File: config.mk
export PLATFORM = sky130hd
export DESIGN_NAME = fetch_stage_flat
export DESIGN_NICKNAME = d
export VERILOG_FILES = /design/src/rtl/fetch_stage_if.sv /design/src/rtl/fetch_stage.sv /design/src/flat_wrapper.sv
export SDC_FILE = /design/constraint.sdc
export NUM_CORES = 1
export LEC_CHECK = 0
export ABC_CLOCK_PERIOD_IN_PS = 3200
export CAP_MARGIN = 25
export CORE_MARGIN = 2
export CORE_UTILIZATION = 45
export DETAILED_ROUTE_END_ITERATION = 8
export PLACE_DENSITY = 0.68
export REMOVE_ABC_BUFFERS = 1
export SETUP_SLACK_MARGIN = 0.4
export SLEW_MARGIN = 20
export SYNTH_ARGS = -nofsm -noshare
export SYNTH_HDL_FRONTEND = slang
export SYNTH_SLANG_ARGS = --single-unit
export TNS_END_PERCENT = 30
File: constraint.sdc
create_clock -name clk_i -period 3.2 [get_ports clk_i]
set_clock_uncertainty 0.1 [all_clocks]
set_input_delay 0.48 -clock clk_i [delete_from_list [all_inputs] [get_ports clk_i]]
set_output_delay 0.48 -clock clk_i [all_outputs]
set_load 0.05 [all_outputs]
File: src/rtl/fetch_stage_if.sv
// Instruction-memory request/acknowledge bus.
//   imem_req_o  : fetch stage -> memory, a request is outstanding
//   imem_addr_o : fetch stage -> memory, address of the outstanding request
//   imem_ack_i  : memory -> fetch stage, current request completes this cycle
//   imem_data_i : memory -> fetch stage, instruction word, valid with ack
// The fetch stage connects through the master modport; a memory model
// connects through the slave modport.
interface fetch_stage_if;
  logic        imem_req_o;
  logic [31:0] imem_addr_o;
  logic        imem_ack_i;
  logic [31:0] imem_data_i;

  modport master (
    output imem_req_o,
    output imem_addr_o,
    input  imem_ack_i,
    input  imem_data_i
  );

  modport slave (
    input  imem_req_o,
    input  imem_addr_o,
    output imem_ack_i,
    output imem_data_i
  );
endinterface

File: src/rtl/fetch_stage.sv
// Instruction-fetch stage plus IF/ID pipeline register of the RV32 core.
// Issues requests to instruction memory over a variable-latency req/ack
// handshake and presents the fetched word, its PC and a valid flag to decode.
//
// Ports:
//   clk_i           : clock, all state updates on the rising edge
//   rst_i           : asynchronous active-low reset
//   start_i         : leave IDLE and begin fetching on the first edge it is high
//   stall_i         : hold IF/ID and the fetch PC (load-use hazard)
//   branch_i        : redirect request from ID, overrides stall_i
//   branch_target_i : redirect address, sampled when branch_i=1
//   imem            : instruction memory bus (master side)
//   IFID_pc_o       : PC of the instruction in IF/ID
//   IFID_instr_o    : instruction in IF/ID (NOP_INSTR when invalid)
//   IFID_valid_o    : IF/ID holds a real instruction
module fetch_stage #(
  parameter logic [31:0] RESET_PC  = 32'h00000000,
  parameter logic [31:0] NOP_INSTR = 32'h00000013
) (
  input  logic                clk_i,
  input  logic                rst_i,
  input  logic                start_i,
  input  logic                stall_i,
  input  logic                branch_i,
  input  logic [31:0]         branch_target_i,
  fetch_stage_if.master       imem,
  output logic [31:0]         IFID_pc_o,
  output logic [31:0]         IFID_instr_o,
  output logic                IFID_valid_o
);

  typedef enum logic [1:0] {
    S_IDLE  = 2'd0,
    S_FETCH = 2'd1,
    S_HOLD  = 2'd2
  } state_e;

  state_e      state_q;
  logic [31:0] fetch_pc_q;   // redirect address waiting for the killed request to finish
  logic        kill_q;       // outstanding request belongs to a squashed path
  logic        req_q;
  logic [31:0] addr_q;
  logic [31:0] ifid_pc_q;
  logic [31:0] ifid_instr_q;
  logic        ifid_valid_q;
  logic [31:0] skid_pc_q;    // word accepted from memory while decode was stalled
  logic [31:0] skid_instr_q;

  assign imem.imem_req_o  = req_q;
  assign imem.imem_addr_o = addr_q;
  assign IFID_pc_o        = ifid_pc_q;
  assign IFID_instr_o     = ifid_instr_q;
  assign IFID_valid_o     = ifid_valid_q;

  always_ff @(posedge clk_i or negedge rst_i) begin
    if (!rst_i) begin
      state_q      <= S_IDLE;
      fetch_pc_q   <= RESET_PC;
      kill_q       <= 1'b0;
      req_q        <= 1'b0;
      addr_q       <= 32'h0;
      ifid_pc_q    <= 32'h0;
      ifid_instr_q <= NOP_INSTR;
      ifid_valid_q <= 1'b0;
      skid_pc_q    <= 32'h0;
      skid_instr_q <= 32'h0;
    end else begin
      case (state_q)
        S_IDLE: begin
          if (start_i) begin
            state_q <= S_FETCH;
            req_q   <= 1'b1;
            addr_q  <= fetch_pc_q;
          end
        end

        S_FETCH: begin
          if (branch_i && imem.imem_ack_i) begin
            // The completing request is on the wrong path; reissue at the target now.
            ifid_valid_q <= 1'b0;
            ifid_instr_q <= NOP_INSTR;
            addr_q       <= branch_target_i;
            fetch_pc_q   <= branch_target_i + 32'd4;
            kill_q       <= 1'b0;
          end else if (branch_i) begin
            // Memory cannot abandon a request: remember the target and
            // discard the word when it eventually arrives.
            ifid_valid_q <= 1'b0;
            ifid_instr_q <= NOP_INSTR;
            fetch_pc_q   <= branch_target_i;
            kill_q       <= 1'b1;
          end else if (imem.imem_ack_i && kill_q) begin
            kill_q     <= 1'b0;
            addr_q     <= fetch_pc_q;
            fetch_pc_q <= fetch_pc_q + 32'd4;
            if (!stall_i) begin
              ifid_valid_q <= 1'b0;
              ifid_instr_q <= NOP_INSTR;
            end
          end else if (imem.imem_ack_i && !stall_i) begin
            ifid_pc_q    <= addr_q;
            ifid_instr_q <= imem.imem_data_i;
            ifid_valid_q <= 1'b1;
            addr_q       <= addr_q + 32'd4;
          end else if (imem.imem_ack_i) begin
            // Decode is stalled: park the word and stop requesting.
            skid_pc_q    <= addr_q;
            skid_instr_q <= imem.imem_data_i;
            state_q      <= S_HOLD;
            req_q        <= 1'b0;
          end else if (!stall_i) begin
            ifid_valid_q <= 1'b0;
            ifid_instr_q <= NOP_INSTR;
          end
        end

        S_HOLD: begin
          if (branch_i) begin
            ifid_valid_q <= 1'b0;
            ifid_instr_q <= NOP_INSTR;
            addr_q       <= branch_target_i;
            fetch_pc_q   <= branch_target_i + 32'd4;
            state_q      <= S_FETCH;
            req_q        <= 1'b1;
          end else if (!stall_i) begin
            ifid_pc_q    <= skid_pc_q;
            ifid_instr_q <= skid_instr_q;
            ifid_valid_q <= 1'b1;
            addr_q       <= skid_pc_q + 32'd4;
            state_q      <= S_FETCH;
            req_q        <= 1'b1;
          end
        end

        default: begin
          state_q <= S_IDLE;
          req_q   <= 1'b0;
        end
      endcase
    end
  end

endmodule

File: src/flat_wrapper.sv
// flat-port wrapper written by rule: the top's interface ports become plain ports
module fetch_stage_flat 
#(
  parameter logic [31:0] RESET_PC  = 32'h00000000,
  parameter logic [31:0] NOP_INSTR = 32'h00000013
)
  (clk_i, rst_i, start_i, stall_i, branch_i, branch_target_i, IFID_pc_o, IFID_instr_o, IFID_valid_o, imem_imem_req_o, imem_imem_addr_o, imem_imem_ack_i, imem_imem_data_i);
  fetch_stage_if imem_i ();
  input  logic clk_i;
  input  logic rst_i;
  input  logic start_i;
  input  logic stall_i;
  input  logic branch_i;
  input  logic [31:0] branch_target_i;
  output logic [31:0] IFID_pc_o;
  output logic [31:0] IFID_instr_o;
  output logic IFID_valid_o;
  output wire logic [$bits(imem_i.imem_req_o)-1:0] imem_imem_req_o;
  output wire logic [$bits(imem_i.imem_addr_o)-1:0] imem_imem_addr_o;
  input wire logic [$bits(imem_i.imem_ack_i)-1:0] imem_imem_ack_i;
  input wire logic [$bits(imem_i.imem_data_i)-1:0] imem_imem_data_i;
  assign imem_imem_req_o = imem_i.imem_req_o;
  assign imem_imem_addr_o = imem_i.imem_addr_o;
  assign imem_i.imem_ack_i = imem_imem_ack_i;
  assign imem_i.imem_data_i = imem_imem_data_i;
  fetch_stage #(.RESET_PC(RESET_PC), .NOP_INSTR(NOP_INSTR)) u_core (.clk_i(clk_i), .rst_i(rst_i), .start_i(start_i), .stall_i(stall_i), .branch_i(branch_i), .branch_target_i(branch_target_i), .imem(imem_i), .IFID_pc_o(IFID_pc_o), .IFID_instr_o(IFID_instr_o), .IFID_valid_o(IFID_valid_o));
endmodule
# ---- After elaboration in Yosys (flattened, before gate mapping)
# Cells that the tools add are included.
# W data, S select, Z words.
dict set report op_classes {
  add_sub_neg 4
  n_eq_ne 17
  n_mux 58
  n_bitwise 4
  reduce_logical 15
}
# op n
set op_table {}
lappend op_table {{$mux W32} 25}
lappend op_table {{$pmux W32 S2} 3}
lappend op_table {{$add A32 B3 Y32 const B} 4}
lappend op_table {{$pmux W32 S3} 1}
lappend op_table {{$mux W1} 18}
lappend op_table {{$ne A2 B2 Y1 const B} 9}
lappend op_table {{$mux W2} 8}
lappend op_table {{$reduce_and A7 Y1} 2}
lappend op_table {{$ne A6 B3 Y1 const B} 1}
lappend op_table {{$pmux W2 S3} 1}
lappend op_table {{$reduce_and A3 Y1} 2}
lappend op_table {{$reduce_and A6 Y1} 1}
lappend op_table {{$reduce_bool A3 Y1} 2}
lappend op_table {{$reduce_and A5 Y1} 1}
lappend op_table {{$ne A4 B1 Y1 const B} 1}
lappend op_table {{$ne A4 B2 Y1 const B} 1}
lappend op_table {{$not A1 Y1} 4}
lappend op_table {{$logic_and A1 B1 Y1} 3}
lappend op_table {{$ne A3 B2 Y1 const B} 1}
lappend op_table {{$ne A3 B3 Y1 const B} 1}
lappend op_table {{$pmux W1 S3} 1}
lappend op_table {{$eq A2 B1 Y1 const B} 1}
lappend op_table {{$eq A2 B2 Y1 const B} 1}
lappend op_table {{$logic_not A2 Y1} 1}
lappend op_table {{5 further kinds} 5}
dict set report word_totals {
  regBits 197
  output_inout_bits 98
  elab_cells 108
}

# ---- Depth between registers and ports, before layout
# Gate-level depths: netlist of run 1.
dict set report logic_depth {
  ltp_word 7
  mapped_depth 10
  ltp_nobuf 8
}

# ---- Least setup slack after synthesis of run 1
# No wires, ideal clock.
dict set report synth_timing {
  path_type {reg-to-reg}
  from {register u_core.state_q[0]}
  to {register u_core.addr_q[16] (netlist: u_core.imem.imem_addr_o[16])}
  arrival_time_ns 2.528
  slack_ns 0.434
  path_stages_with_launch 10
  path_buffers 1
  period_less_slack_ns 2.766
  path_cell_list {dfrtp_1 > inv_1 > ha_1 > nand3b_1 > o21ai_1 > a211oi_1 > nand2_1 > clkbuf_1 > a221oi_1 > o22ai_1}
}
dict set report synth_between {
  elab_chain_cells 3
  word_cells_on_any_way 10
}
# item line_no
set synth_lines {}
lappend synth_lines {{start: declaration} fetch_stage.sv:38} ;# state_e state_q;
lappend synth_lines {{start signal: assignment} fetch_stage.sv:57} ;# state_q <= S_IDLE;
lappend synth_lines {{start signal: assignment} fetch_stage.sv:71} ;# state_q <= S_FETCH;
lappend synth_lines {{start signal: assignment} fetch_stage.sv:109} ;# state_q <= S_HOLD;
lappend synth_lines {{$eq A2 B1 Y1 (tied with other cells)} fetch_stage.sv:68} ;# case (state_q)
lappend synth_lines {{$ne A4 B1 Y1 (no line) (tied with other cells)} --}
lappend synth_lines {{$reduce_and A5 Y1 (no line)} --}
lappend synth_lines {{end signal: assignment} fetch_stage.sv:73} ;# addr_q <= fetch_pc_q;
lappend synth_lines {{end signal: assignment} fetch_stage.sv:82} ;# addr_q <= branch_target_i;
lappend synth_lines {{end signal: assignment} fetch_stage.sv:94} ;# addr_q <= fetch_pc_q;
lappend synth_lines {{end: declaration} fetch_stage.sv:42} ;# logic [31:0] addr_q;
# Several ways; a longest one is shown, not always the timed one.
# A chain may end at the register's enable or synchronous reset.

# ---- Worst setup path after layout of run 1
dict set report layout_timing {
  from {register u_core.state_q[1]}
  to {register u_core.fetch_pc_q[11]}
}
dict set report layout_between {
  elab_chain_cells 3
  word_cells_on_any_way 7
}
# item line_no
set layout_lines {}
lappend layout_lines {{$eq A2 B1 Y1 / $eq A2 B2 Y1 (equally long branches)} fetch_stage.sv:68}
lappend layout_lines {{$ne A4 B2 Y1 (no line) (tied with other cells)} --}
lappend layout_lines {{$reduce_and A3 Y1 (no line)} --}
lappend layout_lines {{end signal: assignment} fetch_stage.sv:83} ;# fetch_pc_q <= branch_target_i + 32'd4;
lappend layout_lines {{end signal: assignment} fetch_stage.sv:90} ;# fetch_pc_q <= branch_target_i;
lappend layout_lines {{end signal: assignment} fetch_stage.sv:95} ;# fetch_pc_q <= fetch_pc_q + 32'd4;
lappend layout_lines {{end: declaration} fetch_stage.sv:39} ;# logic [31:0] fetch_pc_q;
# Several ways; a longest one is shown, not always the timed one.

==> results of run 1 <==
-- per-layer routing --
layer,track usage [%],up-vias
met1,40.77,5708
met4,9.074,0
met2,45.84,583
li1,-,5413
met5,0,-
met3,4.869,83
-- logic make-up after synthesis --
logic type	share of synthesized area (%)
AO/OA/AOI/OAI	21.19
flip-flops	40.78
buffers and inverters	4.345
multiplexers	9.054
XOR/XNOR	4.730
AND/OR/NAND/NOR	19.07
adder cells (fa/ha/maj)	0.8316
-- through the flow --
stage | util [%] | hold WS [ns] | instances | worst slack [ns]
global route | 57.98 | 0.01917 | 1887 | 0.3351
global placement | 55.42 | 0.3600 | 1855 | 0.2179
floorplan | - | 0.08441 | 1260 | -2.332
detailed placement | 55.42 | 0.3689 | 1855 | 0.1532
CTS | 57.90 | 0.001139 | 1887 | 0.5351
finish | 57.98 | -0.03660 | 1887 | 0.4648
-- Yosys cell counts (27+ instances only) --
cell	instances	area share, %
mux2i_1	38	3.2
a22oi_1	33	2.1
and3_1	27	1.4
o21ai_0	145	6.0
xnor2_1	48	3.5
nand2_1	158	4.9
nor2_1	85	2.7
nor3_1	33	1.4
mux2_2	63	5.9
a21oi_1	62	2.6
nand4_1	36	1.9
clkbuf_1	90	2.8
dfrtp_1	193	40
nand3_1	62	2.6
-- flip-flops by register name, summed over array words and instances (netlist names) --
name / cells
u_core.IFID_instr_o: 32
u_core.IFID_pc_o: 32
u_core.IFID_valid_o: 1
u_core.fetch_pc_q: 32
u_core.imem.imem_addr_o: 32
u_core.kill_q: 1
u_core.skid_instr_q: 32
u_core.skid_pc_q: 32
u_core.state_q: 2
-- how the worst max path moves through the flow --
stage | start | to | slack, ns
after floorplan | u_core.state_q[0]$_DFFE_PN0P_ | u_core.imem.imem_addr_o[19]$_DFFE_PN0P_ | -2.33
after global placement | imem_imem_ack_i | u_core.imem.imem_addr_o[9]$_DFFE_PN0P_ | 0.22
after detailed placement | imem_imem_ack_i | u_core.imem.imem_addr_o[9]$_DFFE_PN0P_ | 0.15
after CTS | u_core.state_q[1]$_DFFE_PN0P_ | u_core.fetch_pc_q[14]$_DFFE_PN0P_ | 0.54
after global routing | u_core.state_q[1]$_DFFE_PN0P_ | u_core.fetch_pc_q[26]$_DFFE_PN0P_ | 0.34
final | u_core.state_q[1]$_DFFE_PN0P_ | u_core.fetch_pc_q[11]$_DFFE_PN0P_ | 0.46
-- cells in the final DEF (no fill, tap or decap), types with 6 or more instances in the layout --
| cell type | count |
|---|---|
| or3_1 | 11 |
| a31oi_1 | 15 |
| and3_1 | 27 |
| o31ai_1 | 7 |
| a22oi_1 | 33 |
| nor2_1 | 84 |
| nor3_1 | 31 |
| nand2_1 | 158 |
| mux2i_1 | 38 |
| and2_1 | 7 |
| a311oi_1 | 9 |
| o21ai_0 | 144 |
| nand3_1 | 61 |
| o221ai_1 | 6 |
| clkdlybuf4s50_1 | 165 |
| clkinv_8 | 6 |
| a21oi_1 | 62 |
| buf_4 | 90 |
| nand4_1 | 36 |
| nand2b_1 | 8 |
| a221oi_1 | 13 |
| ha_1 | 7 |
| o211ai_1 | 20 |
| mux2_2 | 63 |
| nor4_1 | 7 |
| xor2_1 | 17 |
| a211oi_1 | 16 |
| o22ai_1 | 11 |
| inv_1 | 20 |
| and4_1 | 10 |
| xnor2_1 | 48 |
| dfrtp_1 | 193 |
| clkbuf_16 | 17 |
-- power groups by stage --
stage                     registers [mW]  clock network (mW)  logic [mW]
after floorplan                     6.41                   0        3.59
after global placement              5.00                   0        8.21
after detailed placement            5.06                   0        8.28
after CTS                           5.00                2.37        8.31
after global routing                5.23                2.47        9.03
final                               5.04                2.34        8.37
-- layout make-up --
class | instances | area share [%]
multi-input cells | 1042 | 44.12
flip-flops and latches | 196 | 32.39
repair buffers | 260 | 15.88
clock buffers | 17 | 2.808
well taps | 335 | 2.766
clock inverters | 15 | 1.486
inverters | 22 | 0.5450
-- worst max-delay path, cell delays in order, from the launching register on --
cell,delay (ns)
dfrtp_1,0.44
inv_1,0.10
ha_1,0.57
a21oi_1,0.22
o21ai_2,0.58
buf_4,0.34
a21oi_1,0.06
o22a_1,0.20
==> flow_summary_export.csv, run 1 <==
group,metric,value,unit
layout,area_growth,25.88,%
yosys,avgSynthCellArea,8.767,um^2
placed_design,hpwl,29560,um
route,ant_nets,0,
yosys,synthArstFlopShare,100.0,%
timing,setup_violations,0,
setup_path,r2r_slack,0.46,ns
clock_network,insertion_delay,0.45,ns
timing,timing.fmax,365.6,MHz
placed_design,portBuffers,167,
hold_path,hp-class,"in -> async",
clock_network,htree_levels,4,
setup_path,arrival,2.97,ns
yosys,ys_seq_area_share,40.78,%
setup_path,endpoint_kind,"flip-flop",
pwr,irDropWorstVdd,0.0005190,V
timing,min_period,2.735,ns
pwr,p_per_area,1040,nW/um^2
clock_network,cts_hold_buf,0,
pwr,combPwrFrac,53.1,%
outcome,failed_checks,"DRC, hold timing",
yosys,yosysWarnings,0,
setup_path,r2r_cells,7,
timing,tns,0,ns
timing,hold-worst-slack,-0.03660,ns
route,via_per_inst,6.246,
global_routing,grt_pass1_vias,11270,
layout,stdcell_area,15150,um^2
outcome,status,"complete, but fails checks",
clock_network,numCtsBuffers,17,
layout,multiInputGateArea,6685,um^2
yosys,ys_ff_latch,196,
placed_design,gp_congestion,0.9710,
route,met3_length,3486,um
floorplan,core_region_area,26130,um^2
clock_network,ctsResizeCount,0,
floorplan,die_h,167.5,um
timing,rsz0062_at_grt,"yes",
floorplan,die_width,167.5,um
floorplan,dieArea,28070,um^2
yosys,synth_cells,1373,
timing,max_slew_margin,52.50,%
timing,worstMarginPinSlew,0.7125,ns
clock_network,clockBufferDepth,2,
route,num_vias,11790,
global_routing,grt_start_max_net_pins,79,
setup_path,crit_type,"reg -> reg",
yosys,synth_edf_count,0,
layout,antenna_cells,0,
global_routing,antenna_found_initial,0,
route,drc,11,
pwr,intPower,7.869,mW
timing,hold_viol_final,31,
timing,slew_violations,0,
route,wire_per_inst,21.49,um
clock_network,cts_setup_buffers,0,
setup_path,cp-start-kind,"flip-flop",
floorplan,ios,168,
placed_design,place_area,14480,um^2
global_routing,track_usage,28.97,%
floorplan,num_rows,59,
pwr,leakagePower,5.927,nW
layout,num-nets-final,1617,
yosys,synthFlopType,"dfrtp_1",
pwr,power.share.sequential,32.0,%
setup_path,path_max_fanout,15,
route,met2WireLength,18520,um
pwr,p_switching,7.887,mW
yosys,syn_area,12040,um^2
route,dr.pass1.iters,8,
setup_path,cp.required,3.43,ns
setup_path,r2r_start,"u_core.state_q[1]$_DFFE_PN0P_",
clock_network,root_buffer,"clkbuf_16",
layout,drive_above_1_share,13.92,%
route,routed.top_layer,"met4",
clock_network,cts_tree,"built",
clock_network,path_clk_slew,0.09,ns
floorplan,start_util,46.06,%
clock_network,clkSinkCount,196,
route,wirelength,40560,um
layout,fill_cells,2383,
route,wl_met1,17500,um
pwr,p_clk_share,14.9,%
global_routing,gr-total-overflow,0,
route,drtIter0Drc,1534,
pwr,finalPower,15.76,mW
flow_run,cap_viol_max_count,0,
setup_path,r2r_end,"u_core.fetch_pc_q[11]$_DFFE_PN0P_",
yosys,yosysUniqueCellTypes,71,
global_routing,grt_pass1_wl,64380,um
pwr,switching_share,50.06,%
layout,regArea,4908,um^2
timing,post-route-period-util,85.47,%
No activity file was read; power rests on OpenSTA's default activity.
==> run 2, diff against run 1 <==
SETUP_SLACK_MARGIN = default   (was 0.4)
SKIP_LAST_GASP = 1   (was default)
==> run 2 against run 1 <==
Effect of this change:
- the flow still finishes with violations (DRC, hold timing)
- die area did not move
- largest power group unchanged
- critical endpoint is now u_core.fetch_pc_q[14]$_DFFE_PN0P_
- critical path type unchanged
- clock-buffer cell count unchanged
- hold slack worse by 0.021 ns
==> flow_summary_export.csv, run 2 (synthesis results as in run 1) <==
group,metric,value,unit
outcome,status,"complete, but fails checks",
outcome,failed_checks,"DRC, hold timing",
timing,worstMarginPinSlew,0.7265,ns
timing,post-route-period-util,85.57,%
layout,drive_above_1_share,13.66,%
setup_path,arrival,2.96,ns
setup_path,endpoint_kind,"flip-flop",
pwr,leakagePower,5.928,nW
placed_design,hpwl,29560,um
clock_network,clockBufferDepth,2,
timing,timing.fmax,365.2,MHz
pwr,switching_share,50.04,%
pwr,intPower,7.866,mW
setup_path,cp-start-kind,"flip-flop",
layout,layout_common_cells,"dfrtp_1, clkdlybuf4s50_1, nand2_1",
setup_path,path_max_fanout,15,
clock_network,htree_levels,4,
placed_design,place_ws,0.1532,ns
pwr,power.share.sequential,32.0,%
clock_network,path_clk_slew,0.09,ns
layout,final_util,57.90,%
clock_network,cts_tree,"built",
pwr,irDropWorstVdd,0.0005171,V
timing,tns,0,ns
pwr,p_switching,7.877,mW
global_routing,grt.met1_usage,40.77,%
layout,regArea,4908,um^2
clock_network,root_buffer,"clkbuf_16",
pwr,p_clk_share,14.9,%
clock_network,clkSinkCount,196,
layout,num-nets-final,1617,
setup_path,cp.required,3.42,ns
global_routing,grt_use_met3,4.869,%
global_routing,grt_pass1_vias,11270,
setup_path,crit_chain,"inv_1, ha_1, a21oi_1, o21ai_2, buf_4, o21ai_0, o311ai_0",
route,num_vias,11810,
floorplan,start_util,46.06,%
floorplan,dieArea,28070,um^2
layout,final_common_cell,"dfrtp_1",
setup_path,crit_type,"reg -> reg",
clock_network,insertion_delay,0.46,ns
layout,multiInputGateArea,6665,um^2
global_routing,gr-total-overflow,0,
global_routing,grt_pass1_wl,64380,um
clock_network,cts_setup_buffers,0,
timing,setup_violations,0,
hold_path,hp-class,"in -> async",
floorplan,die_width,167.5,um
flow_run,cap_viol_max_count,0,
clock_network,numCtsBuffers,17,
placed_design,dp.cells,1855,
timing,min_period,2.738,ns
floorplan,ios,168,
global_routing,track_usage,28.97,%
global_routing,use_met2,45.84,%
route,wire_per_inst,21.46,um
clock_network,cts_hold_buf,0,
pwr,combPwrFrac,53.1,%
timing,hold-worst-slack,-0.05730,ns
route,via_per_inst,6.256,
setup_path,slowest_delay,0.58,ns
timing,slew_violations,0,
floorplan,core_region_area,26130,um^2
setup_path,cp_slowest_cell,"o21ai_2",
route,ant_nets,0,
clock_network,ctsResizeCount,0,
layout,stdcell_count,1887,
timing,max_slew_margin,51.57,%
global_routing,grt.busiest_layer,"met2",
timing,fin_ws,0.4616,ns
global_routing,antenna_found_initial,0,
placed_design,gp_congestion,0.9710,
route,drc,11,
route,drtIter0Drc,1584,
floorplan,num_rows,59,
timing,rsz0062_at_grt,"no",
route,wirelength,40490,um
placed_design,portBuffers,167,
layout,antenna_cells,0,
layout,fill_cells,2379,
floorplan,die_h,167.5,um
route,dr.pass1.iters,8,
pwr,p_per_area,1040,nW/um^2
layout,area_growth,25.72,%
global_routing,grt_start_max_net_pins,79,
timing,hold_viol_final,31,
-- run 2: per-stage QoR --
| step | hold WS, ns | power (mW) | cell area (um^2) |
|---|---|---|---|
| 2_1_floorplan | 0.08441 | 10.01 | 11600 |
| 3_3_place_gp | 0.3600 | 13.22 | 14480 |
| 3_5_place_dp | 0.3689 | 13.33 | 14480 |
| 4_1_cts | 0.001139 | 15.69 | 15130 |
| 5_1_grt | 0.01917 | 16.72 | 15130 |
| 6_report | -0.05730 | 15.74 | 15130 |
-- run 2: final cells by class --
| type | instances | share of cell area (%) |
|---|---|---|
| inverters | 22 | 0.5457 |
| well taps | 335 | 2.770 |
| flip-flops and latches | 196 | 32.44 |
| multi-input cells | 1042 | 44.05 |
| repair buffers | 260 | 15.90 |
| clock inverters | 15 | 1.488 |
| clock buffers | 17 | 2.811 |
-- run 2: layer usage --
| layer | routed length (um) | vias up |
|---|---|---|
| met4 | 1032 | 0 |
| met3 | 3475 | 84 |
| met2 | 18570 | 607 |
| met5 | 0 | - |
| met1 | 17420 | 5693 |
| li1 | - | 5421 |
-- run 2: path summary, 6_finish.rpt --
path,slack (ns),startpoint,to,cells after the start
min,-0.06,rst_i,u_core.IFID_pc_o[13]$_DFFE_PN0P_,1
min in group clk_i,0.35,branch_i,u_core.IFID_valid_o$_DFFE_PN0P_,2
max reg2reg,0.46,u_core.state_q[1]$_DFFE_PN0P_,u_core.fetch_pc_q[14]$_DFFE_PN0P_,7
max,0.46,u_core.state_q[1]$_DFFE_PN0P_,u_core.fetch_pc_q[14]$_DFFE_PN0P_,7
max in group asynchronous,2.19,rst_i,u_core.fetch_pc_q[25]$_DFFE_PN0P_,2
min reg2reg,0.38,u_core.IFID_instr_o[24]$_DFFE_PN0P_,u_core.IFID_instr_o[24]$_DFFE_PN0P_,2
-- run 2: worst max-delay path: cells and delay by family (launching register included) --
family	cells	cell delay [ns]
AOI/OAI and AO/OA	4	1.05
DFF	1	0.44
buffers and inverters	2	0.44
adders and majority gates	1	0.56
-- run 2: power by group through the flow --
stage / logic (mW) / clock network, mW / registers, mW
2_1_floorplan: 3.59 / 0 / 6.41
3_3_place_gp: 8.21 / 0 / 5.00
3_5_place_dp: 8.28 / 0 / 5.06
4_1_cts: 8.31 / 2.37 / 5.00
5_1_grt: 9.02 / 2.47 / 5.23
6_report: 8.36 / 2.34 / 5.04
